==> src/rtl/rvcpu_mem_pkg.sv <==
// rvcpu_mem_pkg: shared memory-port widths and arbiter state encoding
package rvcpu_mem_pkg;
  localparam int MEM_ADDR_W = 64;
  localparam int MEM_DATA_W = 64;
  typedef enum logic [1:0] {IDLE, I_BUSY, D_BUSY} arb_state_t;
endpackage

==> src/rtl/dram_port_arbiter_if.sv <==
// dram_port_arbiter_if: fetch, load/store and memory-port signals of the arbiter
interface dram_port_arbiter_if;
  import rvcpu_mem_pkg::*;
  logic                  i_req;
  logic [MEM_ADDR_W-1:0] i_addr;
  logic [31:0]           i_rdata;
  logic                  i_ready;
  logic                  d_req;
  logic                  d_we;
  logic [MEM_ADDR_W-1:0] d_addr;
  logic [MEM_DATA_W-1:0] d_wdata;
  logic [7:0]            d_wmask;
  logic [MEM_DATA_W-1:0] d_rdata;
  logic                  d_ready;
  logic                  mem_req;
  logic                  mem_we;
  logic [MEM_ADDR_W-1:0] mem_addr;
  logic [MEM_DATA_W-1:0] mem_wdata;
  logic [7:0]            mem_wmask;
  logic [MEM_DATA_W-1:0] mem_rdata;
  logic                  mem_ready;
  logic                  busy;
  modport slave (
    input  i_req, i_addr, d_req, d_we, d_addr, d_wdata, d_wmask, mem_rdata, mem_ready,
    output i_rdata, i_ready, d_rdata, d_ready, mem_req, mem_we, mem_addr, mem_wdata, mem_wmask, busy
  );
  modport master (
    output i_req, i_addr, d_req, d_we, d_addr, d_wdata, d_wmask, mem_rdata, mem_ready,
    input  i_rdata, i_ready, d_rdata, d_ready, mem_req, mem_we, mem_addr, mem_wdata, mem_wmask, busy
  );
endinterface

==> src/rtl/dram_port_arbiter.sv <==
// dram_port_arbiter: shares one memory port between fetch and load/store, data first with a starvation guard
module dram_port_arbiter
  import rvcpu_mem_pkg::*;
#(
  parameter int MAX_D_STREAK = 4
) (
  input logic clk,
  input logic reset,
  dram_port_arbiter_if.slave bus
);
  localparam logic [3:0] STREAK_MAX = 4'(MAX_D_STREAK);
  arb_state_t state, state_nxt;
  logic [3:0] d_streak;
  logic grant_i, grant_d, done;
  function automatic logic pick_d(input logic i_req, input logic d_req, input logic [3:0] streak);
    return d_req && !(i_req && streak == STREAK_MAX);
  endfunction
  always_comb begin
    grant_d   = state == IDLE && pick_d(bus.i_req, bus.d_req, d_streak);
    grant_i   = state == IDLE && bus.i_req && !grant_d;
    done      = state != IDLE && bus.mem_ready;
    state_nxt = grant_d ? D_BUSY : grant_i ? I_BUSY : done ? IDLE : state;
  end
  // mem_ready in IDLE never reaches done, so a stray completion is dropped here
  always_ff @(posedge clk) begin
    if (reset) begin
      state         <= IDLE;
      d_streak      <= '0;
      bus.busy      <= 1'b0;
      bus.i_ready   <= 1'b0;
      bus.d_ready   <= 1'b0;
      bus.i_rdata   <= '0;
      bus.d_rdata   <= '0;
      bus.mem_req   <= 1'b0;
      bus.mem_we    <= 1'b0;
      bus.mem_addr  <= '0;
      bus.mem_wdata <= '0;
      bus.mem_wmask <= '0;
    end else begin
      state       <= state_nxt;
      bus.busy    <= state_nxt != IDLE;
      bus.i_ready <= done && state == I_BUSY;
      bus.d_ready <= done && state == D_BUSY;
      if (done && state == I_BUSY)
        bus.i_rdata <= bus.mem_addr[2] ? bus.mem_rdata[63:32] : bus.mem_rdata[31:0];
      if (done && state == D_BUSY)
        bus.d_rdata <= bus.mem_rdata;
      if (state == IDLE)
        d_streak <= (!bus.i_req || grant_i) ? 4'd0 :
                    (grant_d && d_streak != STREAK_MAX) ? d_streak + 4'd1 : d_streak;
      if (grant_d || grant_i) begin
        bus.mem_req   <= 1'b1;
        bus.mem_we    <= grant_d && bus.d_we;
        bus.mem_addr  <= grant_d ? bus.d_addr : bus.i_addr;
        bus.mem_wdata <= grant_d ? bus.d_wdata : '0;
        bus.mem_wmask <= grant_d ? bus.d_wmask : '0;
      end else if (done) begin
        bus.mem_req <= 1'b0;
      end
    end
  end
endmodule

==> src/flat_wrapper.sv <==
// flat-port wrapper written by rule: the top's interface ports become plain ports
module dram_port_arbiter_flat import rvcpu_mem_pkg::*;
#(
  parameter int MAX_D_STREAK = 4
)
  (clk, reset, bus_i_req, bus_i_addr, bus_d_req, bus_d_we, bus_d_addr, bus_d_wdata, bus_d_wmask, bus_mem_rdata, bus_mem_ready, bus_i_rdata, bus_i_ready, bus_d_rdata, bus_d_ready, bus_mem_req, bus_mem_we, bus_mem_addr, bus_mem_wdata, bus_mem_wmask, bus_busy);
  dram_port_arbiter_if bus_i ();
  input logic clk;
  input logic reset;
  input wire logic [$bits(bus_i.i_req)-1:0] bus_i_req;
  input wire logic [$bits(bus_i.i_addr)-1:0] bus_i_addr;
  input wire logic [$bits(bus_i.d_req)-1:0] bus_d_req;
  input wire logic [$bits(bus_i.d_we)-1:0] bus_d_we;
  input wire logic [$bits(bus_i.d_addr)-1:0] bus_d_addr;
  input wire logic [$bits(bus_i.d_wdata)-1:0] bus_d_wdata;
  input wire logic [$bits(bus_i.d_wmask)-1:0] bus_d_wmask;
  input wire logic [$bits(bus_i.mem_rdata)-1:0] bus_mem_rdata;
  input wire logic [$bits(bus_i.mem_ready)-1:0] bus_mem_ready;
  output wire logic [$bits(bus_i.i_rdata)-1:0] bus_i_rdata;
  output wire logic [$bits(bus_i.i_ready)-1:0] bus_i_ready;
  output wire logic [$bits(bus_i.d_rdata)-1:0] bus_d_rdata;
  output wire logic [$bits(bus_i.d_ready)-1:0] bus_d_ready;
  output wire logic [$bits(bus_i.mem_req)-1:0] bus_mem_req;
  output wire logic [$bits(bus_i.mem_we)-1:0] bus_mem_we;
  output wire logic [$bits(bus_i.mem_addr)-1:0] bus_mem_addr;
  output wire logic [$bits(bus_i.mem_wdata)-1:0] bus_mem_wdata;
  output wire logic [$bits(bus_i.mem_wmask)-1:0] bus_mem_wmask;
  output wire logic [$bits(bus_i.busy)-1:0] bus_busy;
  assign bus_i.i_req = bus_i_req;
  assign bus_i.i_addr = bus_i_addr;
  assign bus_i.d_req = bus_d_req;
  assign bus_i.d_we = bus_d_we;
  assign bus_i.d_addr = bus_d_addr;
  assign bus_i.d_wdata = bus_d_wdata;
  assign bus_i.d_wmask = bus_d_wmask;
  assign bus_i.mem_rdata = bus_mem_rdata;
  assign bus_i.mem_ready = bus_mem_ready;
  assign bus_i_rdata = bus_i.i_rdata;
  assign bus_i_ready = bus_i.i_ready;
  assign bus_d_rdata = bus_i.d_rdata;
  assign bus_d_ready = bus_i.d_ready;
  assign bus_mem_req = bus_i.mem_req;
  assign bus_mem_we = bus_i.mem_we;
  assign bus_mem_addr = bus_i.mem_addr;
  assign bus_mem_wdata = bus_i.mem_wdata;
  assign bus_mem_wmask = bus_i.mem_wmask;
  assign bus_busy = bus_i.busy;
  dram_port_arbiter #(.MAX_D_STREAK(MAX_D_STREAK)) u_core (.clk(clk), .reset(reset), .bus(bus_i));
endmodule
==> config.mk <==
export PLATFORM = sky130hd
export DESIGN_NAME = dram_port_arbiter_flat
export DESIGN_NICKNAME = d
export VERILOG_FILES = /design/src/rtl/rvcpu_mem_pkg.sv /design/src/rtl/dram_port_arbiter_if.sv /design/src/rtl/dram_port_arbiter.sv /design/src/flat_wrapper.sv
export SDC_FILE = /design/constraint.sdc
export NUM_CORES = 1
export LEC_CHECK = 0
export ABC_AREA = 0
export BUFFER_PORTS_ARGS = -buffer_cell sky130_fd_sc_hd__buf_4
export CAP_MARGIN = 10
export CORE_AREA = 10 10 187 189
export DETAILED_ROUTE_END_ITERATION = 12
export DIE_AREA = 0 0 197 199
export GPL_ROUTABILITY_DRIVEN = 0
export GPL_TIMING_DRIVEN = 0
export PLACE_DENSITY_LB_ADDON = 0.25
export SLEW_MARGIN = 20
export SYNTH_ARGS = -nofsm -noshare
export SYNTH_HDL_FRONTEND = slang
export SYNTH_SLANG_ARGS = --single-unit
==> constraint.sdc <==
create_clock -name clk -period 2.2 [get_ports clk]
set_input_delay 0.11 -clock clk [delete_from_list [all_inputs] [get_ports clk]]
set_output_delay 0.11 -clock clk [all_outputs]
set_load 0.01 [all_outputs]
==> impl_metrics.ini <==
[status]
status = complete, no violations

[setup_path]
critPathArrivalTime_ps = 2500
cpMaxStageDelayCell = dlygate4sd3_1
startpoint = u_core.d_streak[0]$_SDFFE_PP0P_
r2r_start = u_core.d_streak[0]$_SDFFE_PP0P_
path_depth = 7
critPathTopFamily = buffers and inverters
r2r_setup_slack_ps = 140
worstPathCellList = inv_1 > ha_1 > and4b_1 > buf_2 > nor3_1 > a311oi_1 > dlygate4sd3_1
critPathMaxStageDelay_ps = 590
cp.required_ps = 2640
crit_buf_inv = 3
cp_max_fo = 10
ff2ff_path_depth = 7
reg2reg_to = u_core.bus.mem_addr[2]$_SDFFE_PP0P_
startpoint_type = flop
cp-endpoint = u_core.bus.mem_addr[2]$_SDFFE_PP0P_
worstSetupPathType = flop to flop
crit_path_end_kind = flop

[floorplanning]
die-width_um = 197
core_um2 = 31230
initial_utilization_pct = 31.02
dieArea_um2 = 39200
io_pins = 507
die_h_um = 199
rows = 65

[final_layout]
syn2layout_area_growth_pct = 82.23
final_nets = 2252
multi_input_area_um2 = 4232
fin_util_pct = 56.52
drive_above_1_share_pct = 30.90
seq_area_um2 = 4865
num-fill-cells = 2724
design_area_um2 = 17650

[synthesis]
seq_area_frac_synth_pct = 50.22
synth_edf_count = 0
syn_nets = 1447
ys_types = 29
avgSynthCellArea_um2 = 8.244
ys_ff_latch = 243
synthFlopType = dfxtp_1
synth_cells = 1175
synth_async_sr_flop_share_pct = 0
synthesis.area_um2 = 9687
yosys_warnings = 0

[detailed_routing]
dr.first_iter.drc_count = 669
routedWlPerCell_um = 21.03
finalWirelength_mm = 50.64
dr.pass1.iters = 5
drc = 0
viasPerCell = 5.072
vias = 12210
ant_nets = 0

[clock_tree]
cts_setup_buffers = 0
root_buffer = clkbuf_16
cts_buffer_depth = 3
clkSlewWorstSetupHoldPaths_ps = 60
ctsHoldBuffers = 269
cts_tree = yes
clock_latency_ps = 560
numCtsBuffers = 29
htreeDepth = 1
numClockSinks = 243
cts_resized = 0

[global_route]
grt_antenna_before_repair = 2
grt_overflow_total = 0
groute.usage.overall_pct = 24.30
grt_pass1_wl_mm = 75.57
grt_max_degree = 15
grt_pass1_vias = 12650

[pwr]
ir_worst_vdd_uv = 469.3
powerDensity_nw_per_um2 = 706.5
p_leak_nw = 7.530

[timing]
worst_pin_slew_ps = 944.8
hold_viol_final = 0
setup_viol = 0
post-route-period-util_pct = 93.50
rsz0062_at_grt = false
setup_ws_ps = 143.0
hold_ws_ps = 366.9
drv_slew = 0
fmax_mhz = 486.1
fin_worst_skew_ps = 13.79
period_needed_ps = 2057
slew_headroom_pct = 37.02

[place]
dp_hpwl_mm = 36.07
dp_slack_ps = 13.20
place_area_um2 = 13980
io_buffers = 505

[worst_hold_path]
hp-class = input pin to flop
min_from = bus_mem_rdata[16]

[run]
cap_violations = 0
==> flip-flops by register name, indices dropped and copies added, names as in the netlist <==
name                  cells
u_core.bus.mem_we         1
u_core.state              2
u_core.bus.d_rdata       64
u_core.bus.mem_wmask      8
u_core.bus.mem_wdata     64
u_core.bus.i_ready        1
u_core.bus.mem_req        1
u_core.d_streak           4
u_core.bus.busy           1
u_core.bus.d_ready        1
u_core.bus.i_rdata       32
u_core.bus.mem_addr      64
==> where the power goes <==
group	switching [mW]	internal, mW
registers	0.172	4.70
clock network	2.00	2.93
logic	1.32	1.35
total	3.49	8.98
==> layout make-up <==
class | count | area share [%]
Clock buffer | 45 | 4.905
Sequential cell | 243 | 27.56
Multi-Input combinational cell | 807 | 23.97
Clock inverter | 9 | 0.5954
Antenna cell | 3 | 0.04253
Tap cell | 402 | 2.849
Inverter | 3 | 0.06379
Buffer | 122 | 3.282
Timing Repair Buffer | 774 | 36.73
==> synthesized netlist by cell type, types with 3 or more instances <==
cell	number	area (um2)
nand4b_1	4	35.03
nand3_1	75	375.4
clkbuf_1	56	210.2
o21ai_0	75	375.4
buf_4	11	82.58
a21oi_1	143	715.7
nor3_1	65	325.3
a211oi_1	33	247.7
inv_1	3	11.26
nor2_1	35	131.4
buf_2	52	260.3
mux2i_1	32	320.3
dfxtp_1	243	4865
nand2_1	262	983.4
a311oi_1	64	560.5
==> tightest hold or removal path, cell delays in order <==
cell and delay, ps:
dlygate4sd3_1 530, buf_4 110, nand2_1 40, a21oi_1 110
==> cell families (layout without fill, tap and decap cells) <==
kind of cell    count (synthesis)  count (layout)  share of synthesized area [%]
flops                         243             243                          50.22
simple gates                  455             455                          20.30
compound gates                318             318                          19.81
fa+ha+maj                       2               2                         0.2583
mux                            32              32                          3.307
other cells                     0               3                              0
buf+inv                       125             953                          6.097
==> worst min-delay path by stage <==
| stage | slack (ps) | cells past startpoint | to |
|---|---|---|---|
| after floorplan | 200 | 1 | u_core.bus.busy$_SDFF_PP0_ |
| after global placement | 340 | 2 | u_core.bus.busy$_SDFF_PP0_ |
| after detailed placement | 350 | 2 | u_core.bus.busy$_SDFF_PP0_ |
| after CTS | 350 | 4 | u_core.bus.mem_wdata[62]$_SDFFE_PP0P_ |
| after global routing | 380 | 4 | u_core.bus.mem_wdata[57]$_SDFFE_PP0P_ |
| final | 370 | 4 | u_core.bus.d_rdata[16]$_SDFFE_PP0P_ |
==> per-stage QoR <==
step | setup TNS (ps) | cells | power, mW
3_5_place_dp | 0 | 2082 | 7.187
4_1_cts | 0 | 2405 | 12.52
2_1_floorplan | 0 | 1175 | 5.912
5_1_grt | 0 | 2407 | 12.95
3_3_place_gp | -395.0 | 2082 | 7.160
6_report | 0 | 2408 | 12.47
==> metal layers <==
metal	track usage [%]	wire [um]	vias up
met5	0	0	-
met4	10.40	2151	0
met3	6.337	4004	123
met2	42.64	25070	565
met1	27.30	19410	5759
li1	-	-	5766
==> cell usage in the layout, fill, tap and decap left out, types with 2 or more instances in the layout <==
cell	instances
a211oi_1	33
a21oi_1	143
a311oi_1	64
a31oi_1	2
and3b_1	2
buf_2	52
buf_4	516
buf_6	2
bufinv_16	2
clkbuf_1	64
clkbuf_16	29
clkbuf_8	8
clkinv_2	4
dfxtp_1	243
diode_2	3
dlygate4sd3_1	269
ha_1	2
inv_1	3
mux2i_1	32
nand2_1	262
nand3_1	75
nand3b_1	2
nand4_1	2
nand4b_1	4
nor2_1	35
nor3_1	65
nor3b_2	2
o21ai_0	75
or3b_1	2
Note: power is estimated with default switching activity, not from simulation.
